[src/rtl/histogram_peak_finder.sv]
// histogram_peak_finder
// Requests one x/y histogram bin stream per frame, tracks the peak bin
// (index and count) of each axis, clears the histogram stage and reports
// whether both peaks reach THRESHOLD. A frame is aborted if no bin strobe
// arrives for TIMEOUT consecutive collect cycles.
// Optional feature macro: PEAK_BBOX_EN adds per-axis first/last bin index
// whose count reaches THRESHOLD (xMin/xMax/yMin/yMax).
module histogram_peak_finder #(
  parameter int X_BINS    = 240,
  parameter int Y_BINS    = 180,
  parameter int THRESHOLD = 8,
  parameter int TIMEOUT   = 1023
) (
  input  logic       clk,
  input  logic       reset,
  input  logic       start,
  input  logic       histReady,
  output logic       readHistogram,
  output logic       clearHistogram,
  input  logic       histogramClear,
  input  logic [7:0] xHistogramIn,
  input  logic       xValid,
  input  logic [7:0] yHistogramIn,
  input  logic       yValid,
  output logic       busy,
  output logic       done,
  output logic       found,
  output logic       timeoutErr,
  output logic [7:0] xPeak,
  output logic [7:0] yPeak,
  output logic [7:0] xPeakCount,
  output logic [7:0] yPeakCount
`ifdef PEAK_BBOX_EN
  ,
  output logic [7:0] xMin,
  output logic [7:0] xMax,
  output logic [7:0] yMin,
  output logic [7:0] yMax
`endif
);

  typedef enum logic [2:0] {
    IDLE,
    REQUEST,
    COLLECT,
    CLEAR,
    DONE
  } state_t;

  localparam int IDLE_W = $clog2(TIMEOUT + 1);
  localparam logic [7:0] X_LAST = 8'(X_BINS);
  localparam logic [7:0] Y_LAST = 8'(Y_BINS);
  localparam logic [7:0] THR = 8'(THRESHOLD);
  localparam logic [IDLE_W-1:0] IDLE_LIMIT = IDLE_W'(TIMEOUT - 1);

  state_t state_q, state_d;
  logic clear_first_q, clear_first_d;
  logic [7:0] x_cnt_q, x_cnt_d;
  logic [7:0] y_cnt_q, y_cnt_d;
  logic [IDLE_W-1:0] idle_q, idle_d;
  logic [7:0] x_peak_q, x_peak_d;
  logic [7:0] x_max_q, x_max_d;
  logic [7:0] y_peak_q, y_peak_d;
  logic [7:0] y_max_q, y_max_d;
  logic found_q, found_d;
  logic timeout_q, timeout_d;

`ifdef PEAK_BBOX_EN
  logic [7:0] x_lo_q, x_lo_d;
  logic [7:0] x_hi_q, x_hi_d;
  logic [7:0] y_lo_q, y_lo_d;
  logic [7:0] y_hi_q, y_hi_d;
  logic x_any_q, x_any_d;
  logic y_any_q, y_any_d;
`endif

  logic accept;
  logic x_take;
  logic y_take;
  logic any_strobe;
  logic streams_full;
  logic peaks_ok;

  // Qualifiers shared by the next-state logic: a start is only taken from IDLE
  // with the histogram stage ready, and strobes past the last bin are dropped.
  always_comb begin
    accept       = (state_q == IDLE) && start && histReady;
    x_take       = (state_q == COLLECT) && xValid && (x_cnt_q != X_LAST);
    y_take       = (state_q == COLLECT) && yValid && (y_cnt_q != Y_LAST);
    any_strobe   = xValid || yValid;
    streams_full = (x_cnt_q == X_LAST) && (y_cnt_q == Y_LAST);
`ifdef PEAK_BBOX_EN
    peaks_ok = (x_max_q >= THR) && (y_max_q >= THR) && !timeout_q &&
               x_any_q && y_any_q;
`else
    peaks_ok = (x_max_q >= THR) && (y_max_q >= THR) && !timeout_q;
`endif
  end

  // Next-state and datapath update: FSM sequencing plus per-axis peak tracking.
  always_comb begin
    state_d       = state_q;
    clear_first_d = clear_first_q;
    x_cnt_d       = x_cnt_q;
    y_cnt_d       = y_cnt_q;
    idle_d        = idle_q;
    x_peak_d      = x_peak_q;
    x_max_d       = x_max_q;
    y_peak_d      = y_peak_q;
    y_max_d       = y_max_q;
    found_d       = found_q;
    timeout_d     = timeout_q;
`ifdef PEAK_BBOX_EN
    x_lo_d  = x_lo_q;
    x_hi_d  = x_hi_q;
    y_lo_d  = y_lo_q;
    y_hi_d  = y_hi_q;
    x_any_d = x_any_q;
    y_any_d = y_any_q;
`endif

    unique case (state_q)
      IDLE: begin
        if (accept) begin
          state_d       = REQUEST;
          clear_first_d = 1'b0;
          x_cnt_d       = 8'd0;
          y_cnt_d       = 8'd0;
          idle_d        = '0;
          x_peak_d      = 8'd0;
          x_max_d       = 8'd0;
          y_peak_d      = 8'd0;
          y_max_d       = 8'd0;
          found_d       = 1'b0;
          timeout_d     = 1'b0;
`ifdef PEAK_BBOX_EN
          x_lo_d  = 8'd0;
          x_hi_d  = 8'd0;
          y_lo_d  = 8'd0;
          y_hi_d  = 8'd0;
          x_any_d = 1'b0;
          y_any_d = 1'b0;
`endif
        end
      end

      REQUEST: begin
        state_d = COLLECT;
      end

      COLLECT: begin
        if (x_take) begin
          x_cnt_d = x_cnt_q + 8'd1;
          if (xHistogramIn > x_max_q) begin
            x_max_d  = xHistogramIn;
            x_peak_d = x_cnt_q;
          end
`ifdef PEAK_BBOX_EN
          if (xHistogramIn >= THR) begin
            if (!x_any_q) begin
              x_lo_d = x_cnt_q;
            end
            x_hi_d  = x_cnt_q;
            x_any_d = 1'b1;
          end
`endif
        end

        if (y_take) begin
          y_cnt_d = y_cnt_q + 8'd1;
          if (yHistogramIn > y_max_q) begin
            y_max_d  = yHistogramIn;
            y_peak_d = y_cnt_q;
          end
`ifdef PEAK_BBOX_EN
          if (yHistogramIn >= THR) begin
            if (!y_any_q) begin
              y_lo_d = y_cnt_q;
            end
            y_hi_d  = y_cnt_q;
            y_any_d = 1'b1;
          end
`endif
        end

        if (any_strobe) begin
          idle_d = '0;
        end else begin
          idle_d = idle_q + IDLE_W'(1);
        end

        if (streams_full) begin
          state_d       = CLEAR;
          clear_first_d = 1'b1;
        end else if (!any_strobe && (idle_q == IDLE_LIMIT)) begin
          timeout_d     = 1'b1;
          state_d       = CLEAR;
          clear_first_d = 1'b1;
        end
      end

      CLEAR: begin
        clear_first_d = 1'b0;
        if (!clear_first_q && histogramClear) begin
          state_d = DONE;
          found_d = peaks_ok;
        end
      end

      DONE: begin
        state_d = IDLE;
      end

      default: begin
        state_d = IDLE;
      end
    endcase
  end

  // State and datapath registers; reset returns everything to zero and IDLE.
  always_ff @(posedge clk) begin
    if (reset) begin
      state_q       <= IDLE;
      clear_first_q <= 1'b0;
      x_cnt_q       <= 8'd0;
      y_cnt_q       <= 8'd0;
      idle_q        <= '0;
      x_peak_q      <= 8'd0;
      x_max_q       <= 8'd0;
      y_peak_q      <= 8'd0;
      y_max_q       <= 8'd0;
      found_q       <= 1'b0;
      timeout_q     <= 1'b0;
`ifdef PEAK_BBOX_EN
      x_lo_q  <= 8'd0;
      x_hi_q  <= 8'd0;
      y_lo_q  <= 8'd0;
      y_hi_q  <= 8'd0;
      x_any_q <= 1'b0;
      y_any_q <= 1'b0;
`endif
    end else begin
      state_q       <= state_d;
      clear_first_q <= clear_first_d;
      x_cnt_q       <= x_cnt_d;
      y_cnt_q       <= y_cnt_d;
      idle_q        <= idle_d;
      x_peak_q      <= x_peak_d;
      x_max_q       <= x_max_d;
      y_peak_q      <= y_peak_d;
      y_max_q       <= y_max_d;
      found_q       <= found_d;
      timeout_q     <= timeout_d;
`ifdef PEAK_BBOX_EN
      x_lo_q  <= x_lo_d;
      x_hi_q  <= x_hi_d;
      y_lo_q  <= y_lo_d;
      y_hi_q  <= y_hi_d;
      x_any_q <= x_any_d;
      y_any_q <= y_any_d;
`endif
    end
  end

  // Handshake pulses are decoded from the state so reset can never emit one.
  always_comb begin
    readHistogram  = (state_q == REQUEST);
    clearHistogram = (state_q == CLEAR) && clear_first_q;
    done           = (state_q == DONE);
    busy           = (state_q != IDLE);
    found          = found_q;
    timeoutErr     = timeout_q;
    xPeak          = x_peak_q;
    yPeak          = y_peak_q;
    xPeakCount     = x_max_q;
    yPeakCount     = y_max_q;
`ifdef PEAK_BBOX_EN
    xMin = x_lo_q;
    xMax = x_hi_q;
    yMin = y_lo_q;
    yMax = y_hi_q;
`endif
  end

endmodule

[config.mk]
export PLATFORM = sky130hd
export DESIGN_NAME = histogram_peak_finder
export DESIGN_NICKNAME = d
export VERILOG_FILES = /design/src/rtl/histogram_peak_finder.sv
export SDC_FILE = /design/constraint.sdc
export NUM_CORES = 1
export LEC_CHECK = 0
export ABC_AREA = 1
export CORE_ASPECT_RATIO = 0.7
export CORE_UTILIZATION = 30
export DETAILED_ROUTE_END_ITERATION = 8
export PLACE_DENSITY = 0.5
export SLEW_MARGIN = 25
export SYNTH_ARGS = -nofsm -noshare
export SYNTH_HDL_FRONTEND = slang
export SYNTH_SLANG_ARGS = --single-unit
[constraint.sdc]
create_clock -name clk -period 2.2 [get_ports clk]
set_clock_uncertainty 0.05 [all_clocks]
set_input_delay 0.66 -clock clk [delete_from_list [all_inputs] [get_ports clk]]
set_output_delay 0.66 -clock clk [all_outputs]
set_load 0.02 [all_outputs]
* Word level (Yosys, flattened, before mapping)
Index checks and enable logic that the tools add are counted.
** Word-level totals
- Flip-flop bits (word level) :: 64
- Bits of input ports :: 23
- Output and inout port bits :: 38
- Word-level logic and storage cells :: 99
** Cells by class
- Add/subtract/negate cells :: 3
- Order comparisons :: 4
- Eq/ne operators :: 18
- Muxes and demuxes :: 33
- Reductions and logical operators :: 30
** Operators by type and width (count)
- 8-bit one-hot mux with 2 select lines :: 6
- 8-bit two-way mux :: 11
- 10-bit two-way mux :: 2
- 10-bit one-hot mux with 2 select lines :: 1
- 8-bit by 1-bit adder with 8-bit output, second input constant :: 2
- 8-bit equality test, second input constant :: 2
- 8-bit by 4-bit >= comparator with 1-bit output, second input constant :: 2
- 8-bit greater-than comparator :: 2
- 8-bit inequality test, second input constant :: 2
- 3-bit AND reduction :: 5
- 1-bit logical AND :: 12
- 3-bit two-way mux :: 4
- 3-bit one-hot mux with 4 select lines :: 1
- 4-bit AND reduction :: 3
- 10-bit by 1-bit adder with 10-bit output, second input constant :: 1
- 10-bit equality test, second input constant :: 1
- 2-bit inequality test, second input constant :: 5
- 3-bit by 2-bit equality test with 1-bit output, second input constant :: 2
- 2-bit by 1-bit inequality test with 1-bit output, second input constant :: 3
- 3-bit nonzero test :: 2
- 1-bit two-way mux :: 5
- 1-bit one-hot mux with 2 select lines :: 2
- 2-bit nonzero test :: 2
- 3-bit by 1-bit equality test with 1-bit output, second input constant :: 1
- other kinds (7) :: 9

* Logic depth before layout (Yosys ltp)
Gate-level depths: netlist of the first run.
- Depth after elaboration :: 6
- Mapped depth :: 16

* Least setup slack after synthesis of the first run
OpenSTA, ideal clock, no wires.
- Kind :: input to register
- Start point :: in xHistogramIn[1]
- End point :: reg x_max_q[7], in the netlist xPeakCount[7]
- Arrival time :: 1.918 ns
- Data required time :: 2.080 ns
- Path slack :: 0.161 ns
- Stages on the path :: 10
- Cells stage by stage :: ha_1 > inv_1 > o21bai_1 > nand2_1 > nand2_1 > nand2_1 > nand2_1 > clkbuf_1 > nand4_1 > a21oi_1
** Between the ends
- Cells in the longest elaborated chain, start to end :: 3
** RTL lines
- start: declaration :: line 21 : input logic [7:0] xHistogramIn,
- 8-bit greater-than comparator :: line 154 : if (xHistogramIn > x_max_q) begin
- 2-bit by 1-bit inequality test with 1-bit output (no source line)
- 4-bit AND reduction (no source line)
- end signal: assignment :: line 249 : x_max_q <= x_max_d;
- end: declaration :: line 62 : logic [7:0] x_max_q, x_max_d;
No other way between the ends.
A chain may end at the register's enable or synchronous reset.

* Worst setup path after layout of the first run
- Start point :: in yHistogramIn[5]
- End point :: reg y_peak_q[4], in the netlist yPeak[4]
** Between the ends
- Cells in the longest elaborated chain, start to end :: 3
** RTL lines
- start: declaration :: line 23 : input logic [7:0] yHistogramIn,
- 8-bit greater-than comparator :: line 171 : if (yHistogramIn > y_max_q) begin
- 2-bit by 1-bit inequality test with 1-bit output (no source line)
- 4-bit AND reduction (no source line)
- end signal: assignment :: line 250 : y_peak_q <= y_peak_d;
- end: declaration :: line 63 : logic [7:0] y_peak_q, y_peak_d;
No other way between the ends.

==> results.toml, run 1 <==
[finish]
area_growth_pct = 42.4
layout_commonest_cell = "nand2_1"
multi_input_area_sq_um = 2090
nNetsFinal = 657
final_area_sq_um = 5070
fill_cells = 1185
post-route-util_pct = 44.9
drive_gt1_share_pct = 14.7
final_cell_mix = "nand2_1 (104), inv_1 (69), nor2_1 (65), dfxtp_1 (64), a21oi_1 (48)"
diodes = 0
seqCellArea_sq_um = 1280

[synth]
synth_edf_count = 0
ys_seq_area_share_pct = 35.9
ys_top_cells_by_area = "dfxtp_1 (36%), nand2_1 (11%), ha_1 (7.7%)"
synth_top_area_share_pct = 35.9
yosys_warnings = 0
synth_area_sq_um = 3560
synth-seq-cells = 64
synth_nets = 570
synth_ff_type = "dfxtp_1"
synth_cell_types = 32
syn_avg_cell_area_sq_um = 6.79
synth_cells = 525
async_flop_share_pct = 0
yosysTopAreaCell = "dfxtp_1"

[min_path]
min_from = "xPeak[2]$_SDFFE_PP0P_"
min_path_type = "reg2reg"
hold_end = "xPeak[2]$_SDFFE_PP0P_"
whs_path_depth = 2

[critical_path]
rrSetupSlack_ns = 0.19
path_class = "in2reg"
crit_slowest_cell = "clkdlybuf4s50_1"
path_cells = "clkdlybuf4s50_1 -> ha_4 -> nand2_1 -> nor2_2 -> nand2_1 -> nand2_1 -> nand2_2 -> nand2_4 -> buf_12 -> nand2_8 -> nor2_1 -> nor2_1"
reg2regPathDepth = 9
setup.worst_path.start_class = "primary input"
critPathMaxStageDelay_ns = 0.47
required_ns = 2.38
critical_path.endpoint_type = "flip-flop"
crit_family = "simple AND/OR/NAND/NOR gates"
cp.arrival_ns = 2.29
r2r-end = "y_cnt_q[2]$_SDFFE_PP0P_"
crit_fanout = 12
crit_cells = 12
crit_top_cell = "nand2_1"
r2r_start = "state_q[0]$_SDFFE_PP0P_"
worstPathBufferInverterCount = 2

[pwr]
leakage_nw = 2.09
ir_drop_uv = 482
cellPowerDensity_nw_per_um2 = 1050

[floorplan]
die_x_um = 132
ios = 61
fp.dieH_um = 93.2
core-area_sq_um = 11300
start_util_pct = 31.6
dieArea_sq_um = 12300
std_cell_rows = 32

[grt]
groute.usage.overall_pct = 16.1
grt_pass1_vias = 3260
grt_antenna_before_repair = 0
overflow = 0
grt_pass1_wl_um = 15600
grt_max_degree = 34

[clock_tree]
cts.sinks = 64
numCtsBuffers = 9
cts_htree_levels = 3
cts_buffer_depth = 2
clk_latency_ns = 0.34
cts_tree = "built"
cts-root-buf = "clkbuf_16"
clk_pin_slew_ns = 0.06

[detailed_routing]
vias_per_cell = 4.71
firstDrtPassIters = 5
post_drt_wl_per_cell_um = 13.0
postRouteAntennaNets = 0
wl_um = 9980
vias = 3624
drtIter0Drc = 209
drc = 0

[timing]
timing.fmax_mhz = 473
worst_pin_slew_ns = 0.479
hold_violations = 0
slew_violations = 0
period_needed_ns = 2.12
relSlewSlack_pct = 68.0
period_share_pct = 96.2
setup_viol = 0

[status]
outcome = "complete, no violations"

[job]
cap_viol_max_count = 0

[place]
place_area_sq_um = 4470
hpwl_um = 6950
routabilityCongestion = 0.839
portBuffers = 60
[worst min-delay path: cells and delay by family, from the launching register on]
kind / cells / cell delay (ns)
DFF: 1 / 0.31
AOI/OAI and AO/OA: 1 / 0.05
and+or+nand+nor: 1 / 0.07
[state kept, by name, indices dropped and copies added, names as in the netlist]
register / flops
yPeak: 8
timeoutErr: 1
idle_q: 10
xPeakCount: 8
state_q: 3
yPeakCount: 8
xPeak: 8
y_cnt_q: 8
found: 1
x_cnt_q: 8
clear_first_q: 1
[cell usage after synthesis, types with 2 or more instances]
master    count
nand2_1     109
inv_1        70
nor2_1       70
dfxtp_1      64
a21oi_1      51
nand3_1      36
ha_1         22
nand4_1      21
nor3_1       14
o21ai_0      11
buf_2         8
clkbuf_1      8
nand2_2       6
inv_2         4
o21ai_1       4
a211oi_1      3
o21bai_1      3
a21oi_4       2
a221oi_1      2
buf_4         2
nand2_4       2
o21a_1        2
xor2_1        2
[worst max-delay path by stage]
| stage | from | end | slack, ns |
|---|---|---|---|
| after global placement | xHistogramIn[7] | xPeak[6]$_SDFFE_PP0P_ | -0.38 |
| after floorplan | xHistogramIn[1] | xPeakCount[7]$_SDFFE_PP0P_ | 0.16 |
| after global routing | xHistogramIn[0] | xPeakCount[5]$_SDFFE_PP0P_ | -0.02 |
| after detailed placement | xHistogramIn[7] | xPeak[6]$_SDFFE_PP0P_ | -0.42 |
| final | yHistogramIn[5] | yPeak[4]$_SDFFE_PP0P_ | 0.08 |
| after CTS | state_q[2]$_SDFFE_PP0P_ | clearHistogram | 0.02 |
[final cells by class]
class / count / share of cell area, %
Inverter: 74 / 5.47
Timing Repair Buffer: 92 / 18.3
Clock buffer: 9 / 4.44
Sequential cell: 64 / 25.2
Tap cell: 153 / 3.77
Clock inverter: 7 / 1.58
Multi-Input combinational cell: 371 / 41.2
[kinds of logic after synthesis]
kind of cell | after synthesis | synth area share (%)
buffers and inverters | 93 | 10.5
AO/OA/AOI/OAI | 80 | 12.7
flip-flops | 64 | 35.9
XOR/XNOR | 2 | 0.491
adder cells (fa/ha/maj) | 22 | 7.72
AND/OR/NAND/NOR | 264 | 32.6
[routing by layer]
layer	share of wire [%]	GRT usage, %
met1	52	22.5
met5	0	0
met2	41	23.9
met4	1.1	4.98
met3	5.7	4.34
[what timing repair did]
item | in CTS | in global routing
gates cloned | 0 | 5
hold buffers | 0 | 0
pin swaps | 0 | 21
setup buffers | 0 | 2
endpoints found under the setup margin | 20 | 33
resized for setup | 9 | 42
[per-stage QoR]
step	worst slack, ns	TNS [ns]	std cells	hold slack [ns]	power [W]
after floorplan	0.161	0	525	0.401	0.00289
after global placement	-0.380	-9.56	747	0.427	0.00358
after detailed placement	-0.421	-10.59	747	0.427	0.00360
after CTS	0.0166	0	763	0.436	0.00507
after global routing	-0.0213	-0.135	770	0.447	0.00572
final	0.0838	0	770	0.428	0.00533
[report_power, final]
| part | internal [W] | switching, W | leakage [nW] |
|---|---|---|---|
| logic | 0.000951 | 0.00152 | 1.43 |
| registers | 0.00131 | 0.000101 | 0.520 |
| clock network | 0.000886 | 0.000566 | 0.142 |
(Power assumes the default switching activity.)
==> run 2, diff against run 1 <==
--- a/config.mk
+++ b/config.mk
@@ -7,9 +7,9 @@
 export LEC_CHECK = 0
 export ABC_AREA = 1
 export CORE_ASPECT_RATIO = 0.7
-export CORE_UTILIZATION = 30
+export CORE_UTILIZATION = 53
 export DETAILED_ROUTE_END_ITERATION = 8
-export PLACE_DENSITY = 0.5
+export PLACE_DENSITY = 0.8
 export SLEW_MARGIN = 25
 export SYNTH_ARGS = -nofsm -noshare
 export SYNTH_HDL_FRONTEND = slang
==> results.toml, run 2 (synthesis results as in run 1) <==
[status]
outcome = "complete, but fails checks"
violations = "setup timing"

[pwr]
ir_drop_uv = 502
cellPowerDensity_nw_per_um2 = 1050
leakage_nw = 2.01

[finish]
largest_reg_flops = 10
fill_cells = 480
final_area_sq_um = 4850
diodes = 0
final_cell_mix = "nand2_1 (105), inv_1 (69), nor2_1 (66), dfxtp_1 (64), a21oi_1 (49)"
layout_commonest_cell = "nand2_1"
top_register = "idle_q"
area_growth_pct = 36.0
nNetsFinal = 656
drive_gt1_share_pct = 14.0

[place]
pre_cts_slack_ns = -0.421
hpwl_um = 6670
place_area_sq_um = 4390
routabilityCongestion = 0.859
portBuffers = 60

[timing]
rsz0062_at_grt = "yes"
slew_violations = 0
worst_pin_slew_ns = 0.419
setup_viol = 1
period_needed_ns = 2.20
fin_tns_setup_ns = -0.00135
timing.fmax_mhz = 454
period_share_pct = 100
relSlewSlack_pct = 72.0
fin_ws_ns = -0.00135
hold_violations = 0

[detailed_routing]
drc = 0
vias = 3843
firstDrtPassIters = 5
postRouteAntennaNets = 0
drtIter0Drc = 188
vias_per_cell = 5.44
wl_um = 10300
post_drt_wl_per_cell_um = 14.5

[clock_tree]
clk_pin_slew_ns = 0.08
cts_tree = "built"
postCtsHoldBufs = 0
cts-root-buf = "clkbuf_8"
cts_buffer_depth = 2
cts_htree_levels = 3
numCtsBuffers = 9
clk_latency_ns = 0.35
cts.sinks = 64

[critical_path]
rrSetupSlack_ns = 0.17
critical_path.endpoint_type = "flip-flop"
r2r_start = "y_cnt_q[0]$_SDFFE_PP0P_"
crit_fanout = 8
reg2regPathDepth = 12
r2r-end = "yPeakCount[7]$_SDFFE_PP0P_"
setup.worst_path.start_class = "primary input"
cp.arrival_ns = 2.43
path_class = "in2reg"
required_ns = 2.43

[grt]
met3_usage_pct = 6.03
groute.usage.overall_pct = 27.9
met1_usage_pct = 38.4
grtUsageMet2_pct = 44.6
grt_pass1_wl_um = 15600
top_usage_layer = "met2"
grt_antenna_before_repair = 0
overflow = 0
grt_max_degree = 34
grt_pass1_vias = 3449

[floorplan]
std_cell_rows = 24
ios = 61
start_util_pct = 56.0
dieArea_sq_um = 7060
core-area_sq_um = 6370
fp.dieH_um = 70.6
die_x_um = 100

[min_path]
hold_end = "xPeak[3]$_SDFFE_PP0P_"
min_path_type = "reg2reg"
min_from = "xPeak[3]$_SDFFE_PP0P_"
whs_path_depth = 2

[job]
cap_viol_max_count = 0
==> run 2: cell count changes in the layout (fill, tap and decap cells not counted), sizes merged <==
cell,change
bufinv,+1
clkinvlp,+1
inv,-1
clkbuf,-1
clkdlybuf4s50,+2
dlymetal6s2s,-2
clkinv,-1
==> run 2: repair_timing <==
action,CTS,global route
pin swaps,0,18
setup buffers,0,2
resized for setup,8,34
endpoints found under the setup margin,20,33
cloned,0,4
endpoints found under the hold margin,0,0
==> run 2: worst max path at each step <==
stage	startpoint	endpoint	slack, ns	cells past startpoint
final	xHistogramIn[2]	xPeak[0]$_SDFFE_PP0P_	-0.001	11
after detailed placement	xHistogramIn[7]	xPeakCount[7]$_SDFFE_PP0P_	-0.42	10
after CTS	xHistogramIn[7]	xPeakCount[7]$_SDFFE_PP0P_	0.008	10
after floorplan	xHistogramIn[1]	xPeakCount[7]$_SDFFE_PP0P_	0.16	10
after global routing	yHistogramIn[0]	yPeak[0]$_SDFFE_PP0P_	-0.08	16
after global placement	xHistogramIn[3]	xPeakCount[2]$_SDFFE_PP0P_	-0.30	11
==> run 2: cell type report <==
type                    count  area, sq um  area share, %
multi-input cells         371         2070           42.6
flip-flops and latches     64         1280           26.4
repair buffers             91          888           18.3
inverters                  74          278           5.73
clock buffers               9          124           2.55
well taps                  91          114           2.35
clock inverters             7         96.3           1.99
==> run 2: routing by layer <==
| layer | wire (um) | share of wire (%) | up-vias |
|---|---|---|---|
| li1 | - | - | 1880 |
| met1 | 4570 | 44 | 1793 |
| met2 | 4790 | 47 | 148 |
| met3 | 764 | 7.4 | 22 |
| met4 | 161 | 1.6 | 0 |
| met5 | 0 | 0 | - |
==> run 2: per-stage QoR <==
step,std cells,power (W),hold WS [ns],utilization [%]
after global placement,685,0.00354,0.418,69.0
after global routing,707,0.00540,0.455,76.2
final,707,0.00507,0.432,76.2
after detailed placement,685,0.00361,0.427,69.0
after floorplan,525,0.00289,0.401,-
after CTS,701,0.00475,0.439,72.5
==> run 2: worst max-delay path, cell delays in order <==
cell and delay, ns:
clkdlybuf4s50_1 0.44, ha_1 0.30, nand2_1 0.09, inv_1 0.08
nand2_1 0.05, nand2_1 0.08, nand2_1 0.10, nand2_4 0.13
buf_4 0.18, nand4_1 0.14, a21oi_1 0.18
==> run 2: power by group <==
group | switching (W) | internal (W)
logic | 0.00157 | 0.000957
clock network | 0.000491 | 0.000637
registers | 0.000105 | 0.00131
total | 0.00217 | 0.00290
==> run 3, diff against run 2 <==
--- a/config.mk
+++ b/config.mk
@@ -10,6 +10,7 @@
 export CORE_UTILIZATION = 53
 export DETAILED_ROUTE_END_ITERATION = 8
 export PLACE_DENSITY = 0.8
+export SKIP_LAST_GASP = 1
 export SLEW_MARGIN = 25
 export SYNTH_ARGS = -nofsm -noshare
 export SYNTH_HDL_FRONTEND = slang
==> results.toml, run 3 (synthesis results as in run 1) <==
[floorplan]
std_cell_rows = 24
die_x_um = 100
core-area_sq_um = 6370
fp.dieH_um = 70.6
start_util_pct = 56.0
dieArea_sq_um = 7060
ios = 61

[timing]
period_share_pct = 99.3
timing.fmax_mhz = 458
fin_tns_setup_ns = 0
worst_pin_slew_ns = 0.394
fin_ws_ns = 0.0158
relSlewSlack_pct = 73.7
hold_violations = 0
slew_violations = 0
period_needed_ns = 2.18
setup_viol = 0

[pwr]
ir_drop_uv = 491
cellPowerDensity_nw_per_um2 = 1040
leakage_nw = 1.99

[place]
pre_cts_slack_ns = -0.421
hpwl_um = 6670
portBuffers = 60
place_area_sq_um = 4390
routabilityCongestion = 0.859

[detailed_routing]
post_drt_wl_per_cell_um = 14.2
drc = 0
postRouteAntennaNets = 0
vias_per_cell = 5.41
drtIter0Drc = 190
wl_um = 10000
firstDrtPassIters = 5
vias = 3807

[critical_path]
rrSetupSlack_ns = 0.19
reg2regPathDepth = 10
setup.worst_path.start_class = "primary input"
crit_start = "xHistogramIn[0]"
r2r-end = "xPeak[1]$_SDFFE_PP0P_"
crit_fanout = 8
cp.arrival_ns = 2.41
required_ns = 2.42
path_class = "in2reg"
r2r_start = "x_cnt_q[0]$_SDFFE_PP0P_"
critical_path.endpoint_type = "flip-flop"
endpoint = "xPeak[1]$_SDFFE_PP0P_"

[clock_tree]
cts_htree_levels = 3
clk_pin_slew_ns = 0.08
cts_buffer_depth = 2
cts-root-buf = "clkbuf_8"
postCtsHoldBufs = 0
cts_setup_buffers = 0
cts_tree = "built"
numCtsBuffers = 9
cts.sinks = 64
clk_latency_ns = 0.35

[finish]
largest_reg_flops = 10
post-route-util_pct = 75.4
top_register = "idle_q"
nNetsFinal = 653
final_area_sq_um = 4800
layout_commonest_cell = "nand2_1"
diodes = 0
final_cell_mix = "nand2_1 (106), inv_1 (70), nor2_1 (64), dfxtp_1 (64), a21oi_1 (49)"
area_growth_pct = 34.6
drive_gt1_share_pct = 13.5

[status]
outcome = "complete, no violations"

[grt]
grt_antenna_before_repair = 0
grt_max_degree = 34
overflow = 0
grt_pass1_wl_um = 15600
grt_pass1_vias = 3449
groute.usage.overall_pct = 27.9

[job]
cap_viol_max_count = 0

[min_path]
min_path_type = "reg2reg"
run 3: per-stage QoR:
step	instances	total power (W)	hold WS, ns
after floorplan	525	0.00289	0.401
after detailed placement	685	0.00361	0.427
final	704	0.00498	0.440
after CTS	701	0.00475	0.439
after global routing	704	0.00530	0.455
after global placement	685	0.00354	0.418
run 3: layout make-up:
class | instances | area, sq um
clock buffer | 9 | 124
clock inverter | 7 | 96.3
fill | 493 | 1570
inverter | 74 | 278
multi-input combinational | 370 | 2040
sequential | 64 | 1280
tap | 91 | 114
timing repair buffer | 89 | 861
run 3: how the worst min path moves through the flow:
stage | start | to | slack, ns | cells after the start
floorplan | clear_first_q$_SDFFE_PP0P_ | clear_first_q$_SDFFE_PP0P_ | 0.40 | 2
global placement | xPeak[3]$_SDFFE_PP0P_ | xPeak[3]$_SDFFE_PP0P_ | 0.42 | 2
detailed placement | xPeak[3]$_SDFFE_PP0P_ | xPeak[3]$_SDFFE_PP0P_ | 0.43 | 2
CTS | xPeak[3]$_SDFFE_PP0P_ | xPeak[3]$_SDFFE_PP0P_ | 0.44 | 2
global route | xPeak[4]$_SDFFE_PP0P_ | xPeak[4]$_SDFFE_PP0P_ | 0.45 | 2
finish | xPeak[6]$_SDFFE_PP0P_ | xPeak[6]$_SDFFE_PP0P_ | 0.44 | 2
run 3: worst max-delay path, cell delays in order:
cell and delay [ns]:
clkdlybuf4s50_1 0.47, inv_1 0.05, ha_1 0.30, nand3_1 0.10
nor2_2 0.05, a21oi_4 0.27, clkbuf_16 0.22, nand4_1 0.08
a21oi_1 0.19
run 3: where the power goes:
group          internal [W]  switching, W
Combinational      0.000919       0.00152
Clock              0.000637      0.000494
Sequential          0.00131      0.000102
run 3: what timing repair did:
action,CTS,global route
setup endpoints to repair,20,33
cloned,0,3
pin swaps,0,12
gates resized for setup,5,35
run 3: layer usage:
layer	GRT usage (%)	up-vias	wire length, um	share of wire [%]
li1	-	1867	-	-
met1	38.4	1799	4610	46
met2	44.6	124	4610	46
met3	6.03	17	637	6.4
met4	7.57	0	159	1.6
met5	0	-	0	0
